File: config.mk
export PLATFORM = sky130hd
export DESIGN_NAME = vic_sound
export DESIGN_NICKNAME = d
export VERILOG_FILES = /design/src/rtl/vic_sound.sv
export SDC_FILE = /design/constraint.sdc
export NUM_CORES = 1
export LEC_CHECK = 0
export CORE_ASPECT_RATIO = 2
export CORE_MARGIN = 8
export CORE_UTILIZATION = 50
export DETAILED_ROUTE_END_ITERATION = 8
export HOLD_SLACK_MARGIN = 0.05
export PLACE_DENSITY = 0.81
export SETUP_SLACK_MARGIN = 0.1
export SLEW_MARGIN = 20
export SYNTH_ARGS = -nofsm -noshare
export SYNTH_HDL_FRONTEND = slang
export SYNTH_SLANG_ARGS = --single-unit
File: constraint.sdc
create_clock -name clk -period 4.3 [get_ports clk]
set_clock_uncertainty 0.05 [all_clocks]
set_input_delay 0.43 -clock clk [delete_from_list [all_inputs] [get_ports clk]]
set_output_delay 0.43 -clock clk [all_outputs]
set_load 0.005 [all_outputs]
File: src/rtl/vic_sound.sv
// VIC-style sound generator: three square-wave tone voices, one LFSR
// noise voice, mixed as (active voice count) x master amplitude.
module vic_sound #(
  parameter logic [15:0] LFSR_SEED = 16'h0001
) (
  input  logic       clk,
  input  logic       reset,
  input  logic       i_ena4,
  input  logic [7:0] i_base_sound,
  input  logic [7:0] i_alto_sound,
  input  logic [7:0] i_soprano_sound,
  input  logic [7:0] i_noise_sound,
  input  logic [3:0] i_amplitude,
  output logic [5:0] o_audio
);

  logic [5:0]      presc;
  logic [3:0][7:0] snd;
  logic [3:0][6:0] cnt;
  logic [3:0]      q;
  logic [3:0]      tick;
  logic [15:0]     lfsr;
  logic            fb;
  logic            rise3;
  logic            noise;
  logic [2:0]      active;
  logic [5:0]      mix;

  always_comb begin
    snd[0] = i_base_sound;
    snd[1] = i_alto_sound;
    snd[2] = i_soprano_sound;
    snd[3] = i_noise_sound;
  end

  // Each voice divides the prescaler by a further factor of two
  always_comb begin
    tick[0] = i_ena4 & (presc == 6'd63);
    tick[1] = i_ena4 & (presc[4:0] == 5'd31);
    tick[2] = i_ena4 & (presc[3:0] == 4'd15);
    tick[3] = i_ena4 & (presc[2:0] == 3'd7);
  end

  always_comb begin
    fb     = lfsr[15] ^ lfsr[13] ^ lfsr[12] ^ lfsr[10];
    rise3  = snd[3][7] & tick[3] & (cnt[3] == 7'd127) & ~q[3];
    noise  = lfsr[0] & q[3] & snd[3][7];
    active = {2'b00, q[0]} + {2'b00, q[1]}
           + {2'b00, q[2]} + {2'b00, noise};
    mix    = 6'(active) * 6'(i_amplitude);
  end

  always_ff @(posedge clk) begin
    if (reset) begin
      presc   <= '0;
      cnt     <= '0;
      q       <= '0;
      lfsr    <= LFSR_SEED;
      o_audio <= '0;
    end else begin
      if (i_ena4)
        presc <= presc + 6'd1;
      for (int i = 0; i < 4; i++) begin
        if (!snd[i][7]) begin
          cnt[i] <= snd[i][6:0];
          q[i]   <= 1'b0;
        end else if (tick[i]) begin
          if (cnt[i] == 7'd127) begin
            cnt[i] <= snd[i][6:0];
            q[i]   <= ~q[i];
          end else begin
            cnt[i] <= cnt[i] + 7'd1;
          end
        end
      end
      if (rise3)
        lfsr <= {lfsr[14:0], fb};
      o_audio <= mix;
    end
  end

endmodule

==> results of run 1 <==
-- cells in the mapped netlist (all sizes together), types with 8 or more instances --
master	number	share of area
a21oi	18	0.028
a31oi	11	0.021
and2	9	0.018
clkbuf	11	0.013
dfxtp	60	0.37
ha	14	0.054
inv	10	0.012
mux2i	19	0.059
nand2	34	0.040
nand3	24	0.037
nor2	34	0.040
nor3	12	0.019
o21ai	10	0.016
xnor2	8	0.022
-- state kept, by name, indices dropped and copies added (netlist names) --
| signal | cells |
|---|---|
| cnt | 28 |
| lfsr | 16 |
| o_audio | 6 |
| presc | 6 |
| q | 4 |
-- layout make-up --
type	count	area (um^2)
fillers	526	2170
multi-input cells	284	1910
flip-flops and latches	60	1200
repair buffers	48	465
clock buffers	13	280
well taps	86	108
clock inverters	3	90.1
inverters	10	37.5
-- where the power goes --
part	leakage [nW]	switching, W	total [W]	internal, W
Sequential	0.489	0.0000199	0.000596	0.000576
Combinational	0.840	0.0000538	0.000114	0.0000602
Clock	0.182	0.000238	0.000866	0.000628
Total	1.51	0.000311	0.00158	0.00126
-- metrics by stage --
stage          total power, W  cell area [um^2]   util  instances  setup WS (ns)
6_report              0.00158              4090  0.654        504          0.875
5_1_grt               0.00163              4090  0.654        504          0.720
4_1_cts               0.00159              4090  0.654        504          0.870
3_5_place_dp         0.000719              3720  0.595        488          0.516
3_3_place_gp         0.000716              3720  0.595        488          0.634
2_1_floorplan        0.000663              3210      -        369          0.981
-- kinds of logic after synthesis --
family          count (synthesis)  synth area share
simple gates                  159             0.259
compound gates                 74             0.158
flops                          60             0.374
buf+inv                        25            0.0323
mux                            19            0.0592
fa+ha+maj                      18            0.0794
xor+xnor                       14            0.0381
-- worst reg2reg max path, stage by stage (launching register included) --
cell                      delay (ns)
sky130_fd_sc_hd__dfxtp_1        0.36
sky130_fd_sc_hd__and3_1         0.19
sky130_fd_sc_hd__fa_1           0.42
sky130_fd_sc_hd__ha_1           0.19
sky130_fd_sc_hd__ha_1           0.33
sky130_fd_sc_hd__nand2_1        0.09
sky130_fd_sc_hd__fa_1           0.58
sky130_fd_sc_hd__inv_1          0.06
sky130_fd_sc_hd__ha_1           0.28
sky130_fd_sc_hd__a21o_1         0.15
sky130_fd_sc_hd__a21oi_1        0.17
sky130_fd_sc_hd__xnor2_1        0.13
sky130_fd_sc_hd__nor2_1         0.05
-- worst paths after layout --
kind | from | end | slack, ns | cells after the start
setup / recovery | i_noise_sound[7] | o_audio[5] | 0.87 | 13
setup reg to reg | lfsr[0] | o_audio[5] | 1.09 | 12
hold reg to reg | lfsr[3] | lfsr[3] | 0.44 | 2
hold / removal | lfsr[3] | lfsr[3] | 0.44 | 2
-- per-layer routing --
layer | part of all wire | up-vias
met5 | 0 | -
met3 | 0.027 | 22
li1 | - | 1442
met4 | 0.032 | 0
met1 | 0.38 | 1380
met2 | 0.56 | 43
==> impl_summary.log, run 1 <==
[metrics] Final period util: 0.797
[metrics] EDFF count, synth: 0
[metrics] Post-DRT Antenna Nets: 0
[metrics] synthesis-to-finish area growth: 27.3%
[metrics] count of vias placed by the detailed router: about 2900
[metrics] startpoint class of the critical path: input pin
[metrics] total of endpoints with negative setup slack in the final report: 0
[metrics] status: finished clean
[metrics] Pre-antenna DRT Iters: 4
[metrics] via count of the first global-routing pass: roughly 3000
[metrics] GP Congestion: roughly 0.81
[metrics] most common cell after layout, fill and taps aside: sky130_fd_sc_hd__dfxtp_1
[metrics] Post-synth top flop: sky130_fd_sc_hd__dfxtp_1
[metrics] buffers inserted by post-CTS timing repair: 0
[metrics] number of pins with negative max-slew slack in the final report: 0
[metrics] number of vias per cell after detailed routing: roughly 5.7
[metrics] met3 Resource Use GR: 0.0387
[metrics] most used routing layer in global routing: met2
[metrics] worst min-delay path category: flop to flop
[metrics] Synth Register Bits: 60
[metrics] WP data required: ~4.4 ns
[metrics] number of distinct library cells after synthesis: a little under 60
[metrics] DR WL/cell: ~15 um
[metrics] CP Cell Sequence: clkdlybuf4s50_1, and3_1, fa_1, ha_1, ha_1, nand2_1, fa_1, inv_1, ha_1, a21o_1, a21oi_1, xnor2_1, nor2_1
[metrics] maximum clock rate: just under 0.3 GHz
[metrics] total global routing track utilization: 0.174
[metrics] post-synthesis instance area: 3210 um^2
[metrics] fraction of layout cells with a size suffix above 1: 0.0718
[metrics] kind of critical path: input pin to flop
[metrics] final hold viol count: 0
[metrics] DRC violations left: 0
[metrics] Worst Max-Slew Pin Slew: 0.673 ns
[metrics] net count of the mapped netlist: between 400 and 500
[metrics] power density of the placed cells: between 300 and 400 nW/um^2
[metrics] met2 Usage GRT: 0.319
[metrics] endpoint arrival time on the critical path: around 3.6 ns
[metrics] number of antenna cells inserted: 0
[metrics] buffering stage count on the worst path with inverters included: 2
[metrics] global-route wire length before repair: roughly 13000 um
[metrics] number of buffers added on ports: 44
[metrics] number of placement rows: 41
[metrics] clock root buffer: sky130_fd_sc_hd__clkbuf_16
[metrics] highest ir drop seen on vdd: between 0.2 and 0.3 mV
[metrics] HPWL reported at the end of detailed placement: around 5500 um
[metrics] CTS-repair resized insts: 0
[metrics] final hold slack: 0.442 ns
[metrics] Die Footprint: 9410 um^2
[metrics] synthesized instance count: about 370
[metrics] most repeated library cell on the critical path: sky130_fd_sc_hd__ha_1
[metrics] cts hold-fix bufs: 0
[metrics] cell family with the largest share of critical-path delay: adder cells
[metrics] CTS tree: done
[metrics] number of buffers added by the clock tree synthesis step: 9
[metrics] area of the core: between 6000 and 7000 um^2
[metrics] wirelength, routed: 7490 um
[metrics] async set or reset register ratio after synthesis: 0
[metrics] H-tree levels: 3
[metrics] met1 usage: 0.165
[metrics] Clk pin slew, worst setup/hold paths: approximately 0.05 ns
[metrics] clock sink total: 60
[metrics] insertion delay to the later sink of the worst-skew pair: between 0.3 and 0.4 ns
[metrics] largest fanout on the critical path: 4
[metrics] Yosys warning count: 0
[metrics] max incr delay on CP: about 0.58 ns
[metrics] total number of nets in the final design: 470
[metrics] starting density of the core: 0.514
[metrics] setup repair after global routing missed its margin: false
[metrics] post-layout minimum cycle time: about 3.4 ns
[metrics] static leakage power: about 1.5 nW
[metrics] mean instance size in the synthesized netlist: slightly below 9 um^2
[metrics] number of design-rule violations left by the first detailed-router iteration: about 170
[metrics] maximum number of pins on one net before global-route repair: 36
[metrics] Vert. Die Dim: ~130 um
[metrics] worst slew margin relative to its limit: 0.552
[metrics] sequential-to-total area share from yosys stat: 0.374
[metrics] commonest non-fill, non-tap cells in the layout: sky130_fd_sc_hd__dfxtp_1, sky130_fd_sc_hd__clkdlybuf4s50_1, sky130_fd_sc_hd__nor2_1
[metrics] max-cap violation count: 0
[metrics] total overflow reported by the global router: 0
[metrics] capturing element type of the critical path: flop
[metrics] Final TNS setup: 0 ns
[metrics] number of antenna violations at the first check in global routing: 0
[metrics] Critical Path Slowest Stage Cell: sky130_fd_sc_hd__fa_1
[metrics] horizontal die dimension: around 73 um
[metrics] number of buffers on the longest clock path: 2
[metrics] Ports: 45
(Power assumes the default switching activity.)
==> run 2: changes to the inputs <==
--- a/config.mk
+++ b/config.mk
@@ -7,10 +7,10 @@
 export LEC_CHECK = 0
 export CORE_ASPECT_RATIO = 2
 export CORE_MARGIN = 8
-export CORE_UTILIZATION = 50
+export CORE_UTILIZATION = 49
 export DETAILED_ROUTE_END_ITERATION = 8
 export HOLD_SLACK_MARGIN = 0.05
-export PLACE_DENSITY = 0.81
+export PLACE_DENSITY = 0.83
 export SETUP_SLACK_MARGIN = 0.1
 export SLEW_MARGIN = 20
 export SYNTH_ARGS = -nofsm -noshare
==> constraint.sdc (replaced) <==
create_clock -name clk -period 3 [get_ports clk]
set_clock_uncertainty 0.05 [all_clocks]
set_input_delay 0.3 -clock clk [delete_from_list [all_inputs] [get_ports clk]]
set_output_delay 0.3 -clock clk [all_outputs]
set_load 0.005 [all_outputs]
==> run 2 against run 1 <==
  * Core utilization decreased by 1.7 points
  * Sequential share of layout area decreased by 0.12 points
  * Non-clock buffer count increased by 7
  * Global-route usage decreased by 0.97 points
  * Sequential power increased by 43%
  * Critical path type is now flop to flop
  * Die area increased by 1.7%
  * Total power increased by 30%
  * Critical path depth decreased by 3
  * Cell area increased by 0.61%
==> impl_summary.log, run 2 (synthesized netlist as in run 1, its figures left out) <==
[metrics] setup repair after global routing missed its margin: true
[metrics] count of vias placed by the detailed router: roughly 2900
[metrics] insertion delay to the later sink of the worst-skew pair: approximately 0.33 ns
[metrics] Ports: 45
[metrics] Clk pin slew, worst setup/hold paths: ~0.05 ns
[metrics] kind of critical path: flop to flop
[metrics] maximum number of pins on one net before global-route repair: 34
[metrics] total of endpoints with negative setup slack in the final report: 0
[metrics] flip-flop count of the largest register after layout: 28
[metrics] Pre-antenna DRT Iters: 4
[metrics] post-layout minimum cycle time: between 2 and 3 ns
[metrics] number of antenna cells inserted: 0
[metrics] final core utilization: 0.637
[metrics] fraction of layout cells with a size suffix above 1: 0.115
[metrics] Post-Layout Inst Area: 4120 um^2
[metrics] number of placement rows: 42
[metrics] H-tree levels: 3
[metrics] via count of the first global-routing pass: 2803
[metrics] final hold viol count: 0
[metrics] number of vias per cell after detailed routing: roughly 5.6
[metrics] largest fanout on the critical path: 3
[metrics] startpoint class of the critical path: flop
[metrics] registers with the most flip-flops: cnt (28), lfsr (16)
[metrics] buffering stage count on the worst path with inverters included: 1
[metrics] number of antenna violations at the first check in global routing: 0
[metrics] total global routing track utilization: 0.165
[metrics] commonest non-fill, non-tap cells in the layout: sky130_fd_sc_hd__dfxtp_1, sky130_fd_sc_hd__clkdlybuf4s50_1, sky130_fd_sc_hd__nor2_1
[metrics] standard cell area after detailed placement: 3800 um^2
[metrics] Worst Max-Slew Pin Slew: 0.633 ns
[metrics] number of design-rule violations left by the first detailed-router iteration: about 250
[metrics] fill cell count: about 560
[metrics] max incr delay on CP: between 0.5 and 0.6 ns
[metrics] Post-DRT Antenna Nets: 0
[metrics] capturing element type of the critical path: flop
[metrics] area of the core: around 6500 um^2
[metrics] largest reg by FF count: cnt
[metrics] non-filler cells, final: 513
[metrics] Critical Path Slowest Stage Cell: sky130_fd_sc_hd__fa_1
[metrics] Die Footprint: roughly 9600 um^2
[metrics] GP Congestion: about 0.87
[metrics] DR WL/cell: 14.6 um
[metrics] worst min-delay path category: input pin to flop
[metrics] static leakage power: 1.51 nW
[metrics] horizontal die dimension: around 73 um
[metrics] WP data required: ~3.2 ns
[metrics] clock sink total: 60
[metrics] endpoint arrival time on the critical path: around 3.1 ns
[metrics] clock root buffer: sky130_fd_sc_hd__clkbuf_16
[metrics] Total Power: between 0.002 and 0.0025 W
[metrics] HPWL reported at the end of detailed placement: 5140 um
[metrics] cell family with the largest share of critical-path delay: adder cells
[metrics] starting density of the core: 0.497
[metrics] DRC violations left: 0
[metrics] most common cell after layout, fill and taps aside: sky130_fd_sc_hd__dfxtp_1
[metrics] wirelength, routed: approximately 7500 um
[metrics] number of buffers added by the clock tree synthesis step: 9
[metrics] worst slew margin relative to its limit: 0.577
[metrics] cts hold-fix bufs: 0
[metrics] total overflow reported by the global router: 0
[metrics] final hold slack: approximately 0.39 ns
[metrics] highest ir drop seen on vdd: approximately 0.36 mV
[metrics] total number of nets in the final design: 477
[metrics] number of buffers on the longest clock path: 2
[metrics] Vert. Die Dim: 131 um
[metrics] Final period util: 0.992
[metrics] synthesis-to-finish area growth: 28.1%
[metrics] number of pins with negative max-slew slack in the final report: 0
[metrics] CTS tree: done
[metrics] global-route wire length before repair: 12400 um
[metrics] maximum clock rate: about 0.34 GHz
[metrics] CP Cell Sequence: and3_4, fa_1, ha_2, ha_4, and2_4, fa_1, ha_2, inv_2, fa_2, nor2_1
[metrics] max-cap violation count: 0
[metrics] status: finished clean
[metrics] number of buffers added on ports: 44
[metrics] Placed Instances: 495
[metrics] power density of the placed cells: between 400 and 500 nW/um^2
==> run 2: final timing paths <==
kind | depth (start not counted) | endpoint | from | slack [ns]
worst min register to register | 2 | lfsr[6] | lfsr[6] | 0.45
worst min-delay path | 2 | presc[4] | reset | 0.39
worst max register to register | 10 | o_audio[3] | lfsr[0] | 0.02
worst max-delay path | 10 | o_audio[3] | lfsr[0] | 0.02
==> run 2: what timing repair did <==
item	in CTS	in global routing
gates resized for setup	3	0
pin swaps	6	2
endpoints found under the setup margin	3	3
setup buffers	2	0
==> run 2: cell type report <==
class,count,area (um^2),area share
timing repair buffer,55,517,0.126
clock inverter,7,77.6,0.0188
tap,88,110,0.0267
clock buffer,9,225,0.0547
sequential,60,1200,0.292
inverter,10,37.5,0.00912
multi-input combinational,284,1950,0.473
==> run 2: stage by stage <==
step           TNS, ns  setup WS (ns)
2_1_floorplan  -0.0625        -0.0391
3_3_place_gp     -1.30         -0.431
3_5_place_dp     -1.38         -0.466
4_1_cts              0         0.0177
5_1_grt         -0.146        -0.0838
6_report             0         0.0250
==> run 2: where the power goes <==
part | switching (W) | total, W | internal (W)
clock | 0.000385 | 0.00103 | 0.000645
sequential | 0.0000283 | 0.000852 | 0.000824
combinational | 0.0000763 | 0.000163 | 0.0000866
==> run 2: metal layers <==
metal,global-route usage,up-vias,wire (um),share of wire
li1,-,1448,-,-
met1,0.182,1359,3150,0.42
met2,0.284,74,3860,0.51
met3,0.0413,12,361,0.048
met4,0.0784,0,133,0.018
met5,0,-,0,0
==> run 2: worst register-to-register path: stages (launching register included) <==
cell and delay (ns):
sky130_fd_sc_hd__dfxtp_2 0.31, sky130_fd_sc_hd__and3_4 0.16, sky130_fd_sc_hd__fa_1 0.51, sky130_fd_sc_hd__ha_2 0.20, sky130_fd_sc_hd__ha_4 0.21, sky130_fd_sc_hd__and2_4 0.14
sky130_fd_sc_hd__fa_1 0.49, sky130_fd_sc_hd__ha_2 0.20, sky130_fd_sc_hd__inv_2 0.04, sky130_fd_sc_hd__fa_2 0.51, sky130_fd_sc_hd__nor2_1 0.04
==> run 3: changes to the inputs <==
--- a/config.mk
+++ b/config.mk
@@ -7,10 +7,11 @@
 export LEC_CHECK = 0
 export CORE_ASPECT_RATIO = 2
 export CORE_MARGIN = 8
-export CORE_UTILIZATION = 49
+export CORE_UTILIZATION = 50
 export DETAILED_ROUTE_END_ITERATION = 8
+export DONT_BUFFER_PORTS = 1
 export HOLD_SLACK_MARGIN = 0.05
-export PLACE_DENSITY = 0.83
+export PLACE_DENSITY = 0.75
 export SETUP_SLACK_MARGIN = 0.1
 export SLEW_MARGIN = 20
 export SYNTH_ARGS = -nofsm -noshare
==> run 3 against run 2 <==
  * Critical path type unchanged
  * The flow now finishes with violations (hold timing)
  * Cell area up 0.94%
  * Total power fell by 4.5%
  * Via count increased by 2.5%
  * Critical path depth stayed put
  * Clock power down 5%
  * Register-to-register slack barely moved
  * Maximum frequency is essentially flat
  * Core utilization up 2.7 points
  * Worst hold slack worse by 0.39 ns
  * Critical endpoint unchanged
  * Combinational power is 23% lower
  * Final cell count up 0.19%
==> impl_summary.log, run 3 (synthesized netlist as in run 1, its figures left out) <==
[metrics] status: finished, violations left
[metrics] violations in the final reports: hold timing
[metrics] number of antenna violations at the first check in global routing: 0
[metrics] total number of nets in the final design: 480
[metrics] HPWL reported at the end of detailed placement: around 5200 um
[metrics] CP Cell Sequence: and3_4, fa_1, ha_4, ha_4, and2_4, fa_1, ha_2, inv_2, fa_2, nor2_1
[metrics] number of vias per cell after detailed routing: around 5.8
[metrics] most common cell after layout, fill and taps aside: sky130_fd_sc_hd__dfxtp_1
[metrics] number of antenna cells inserted: 0
[metrics] max-cap violation count: 0
[metrics] fraction of layout cells with a size suffix above 1: 0.0911
[metrics] number of placement rows: 41
[metrics] global-route wire length before repair: between 10000 and 15000 um
[metrics] commonest non-fill, non-tap cells in the layout: sky130_fd_sc_hd__dfxtp_1, sky130_fd_sc_hd__dlygate4sd3_1, sky130_fd_sc_hd__nor2_1
[metrics] maximum clock rate: 0.336 GHz
[metrics] count of vias placed by the detailed router: slightly below 3000
[metrics] Clk pin slew, worst setup/hold paths: ~0.050 ns
[metrics] clock root buffer: sky130_fd_sc_hd__clkbuf_16
[metrics] worst min-delay path category: input pin to flop
[metrics] starting density of the core: 0.514
[metrics] final hold slack: -0.00154 ns
[metrics] Critical Path Slowest Stage Cell: sky130_fd_sc_hd__fa_1
[metrics] WP data required: between 3 and 4 ns
[metrics] via count of the first global-routing pass: between 3000 and 4000
[metrics] DR WL/cell: between 15 and 20 um
[metrics] Vert. Die Dim: 129 um
[metrics] cts hold-fix bufs: 53
[metrics] endpoint arrival time on the critical path: around 3.2 ns
[metrics] fill cell count: ~550
[metrics] startpoint class of the critical path: flop
[metrics] CTS tree: done
[metrics] standard cell area after detailed placement: ~3300 um^2
[metrics] Final period util: 0.992
[metrics] setup repair after global routing missed its margin: true
[metrics] highest ir drop seen on vdd: approximately 0.37 mV
[metrics] cell family with the largest share of critical-path delay: adder cells
[metrics] H-tree levels: 3
[metrics] DRC violations left: 0
[metrics] flip-flop count of the largest register after layout: 28
[metrics] area of the core: approximately 6300 um^2
[metrics] Placed Instances: ~440
[metrics] Die Footprint: between 9000 and 10000 um^2
[metrics] insertion delay to the later sink of the worst-skew pair: about 0.33 ns
[metrics] power density of the placed cells: between 400 and 500 nW/um^2
[metrics] horizontal die dimension: slightly above 70 um
[metrics] Post-Layout Inst Area: 4160 um^2
[metrics] GP Congestion: about 0.81
[metrics] number of buffers on the longest clock path: 2
[metrics] number of buffers added on ports: 0
[metrics] registers with the most flip-flops: cnt (28), lfsr (16)
[metrics] final core utilization: 0.664
[metrics] wirelength, routed: roughly 8300 um
[metrics] maximum number of pins on one net before global-route repair: 63
[metrics] Ports: between 40 and 50
[metrics] worst slew margin relative to its limit: 0.539
[metrics] total global routing track utilization: 0.184
[metrics] static leakage power: ~1.6 nW
[metrics] Pre-antenna DRT Iters: 4
[metrics] max incr delay on CP: around 0.5 ns
[metrics] total overflow reported by the global router: 0
[metrics] number of pins with negative max-slew slack in the final report: 0
[metrics] synthesis-to-finish area growth: 29.3%
[metrics] capturing element type of the critical path: flop
[metrics] number of buffers added by the clock tree synthesis step: 9
[metrics] Worst Max-Slew Pin Slew: slightly below 0.7 ns
[metrics] largest reg by FF count: cnt
[metrics] non-filler cells, final: about 510
[metrics] number of design-rule violations left by the first detailed-router iteration: around 180
[metrics] clock sink total: 60
[metrics] final hold viol count: 1
[metrics] post-layout minimum cycle time: 2.98 ns
[metrics] buffering stage count on the worst path with inverters included: 1
[metrics] Total Power: around 0.002 W
[metrics] kind of critical path: flop to flop
[metrics] total of endpoints with negative setup slack in the final report: 0
[metrics] Final TNS setup: 0 ns
[metrics] largest fanout on the critical path: 4
[metrics] Post-DRT Antenna Nets: 0
[run 3: changes by cell type in the layout (fill, tap and decap cells not counted), sizes merged]
cell,before,now
bufinv,1,0
clkinv,5,1
dlygate4sd2,1,0
clkinvlp,1,0
clkdlybuf4s50,42,0
clkbuf,9,15
buf,12,5
dlygate4sd3,0,53
[run 3: repair_timing]
action / CTS / global route
endpoints found under the setup margin: 3 / 3
pin swaps: 4 / 7
endpoints found under the hold margin: 57 / 4
gates resized for setup: 2 / 1
buffers inserted: 1 / 1
[run 3: final timing paths]
kind              cells past startpoint          to  slack (ns)     from
setup reg to reg                     10  o_audio[3]        0.02  lfsr[0]
hold reg to reg                       2        q[0]        0.54     q[0]
hold / removal                        1  o_audio[2]      -0.002    reset
setup / recovery                     10  o_audio[3]        0.02  lfsr[0]
[run 3: area by class of cell]
class	count	area [um^2]	area share
Clock buffer	15	278	0.0668
Clock inverter	1	5.00	0.00120
Inverter	10	37.5	0.00903
Multi-Input combinational cell	284	1960	0.471
Sequential cell	60	1200	0.290
Tap cell	86	108	0.0259
Timing Repair Buffer	58	568	0.137
[run 3: routing by layer]
layer,GRT usage,up-vias,share of wire
li1,-,1449,-
met1,0.172,1432,0.37
met5,0,-,0
met3,0.0666,17,0.060
met4,0.0867,0,0.021
met2,0.339,66,0.55
[run 3: metrics by stage]
stage	hold WS, ns	setup slack, ns
6_report	-0.00154	0.0233
5_1_grt	-0.00566	-0.0795
4_1_cts	-0.0133	0.0260
3_5_place_dp	0.330	0.00722
3_3_place_gp	0.326	0.0699
2_1_floorplan	0.364	-0.0391
[run 3: where the power goes]
group          internal (W)  switching [W]
clock              0.000625       0.000349
combinational     0.0000721      0.0000525
sequential         0.000825      0.0000287
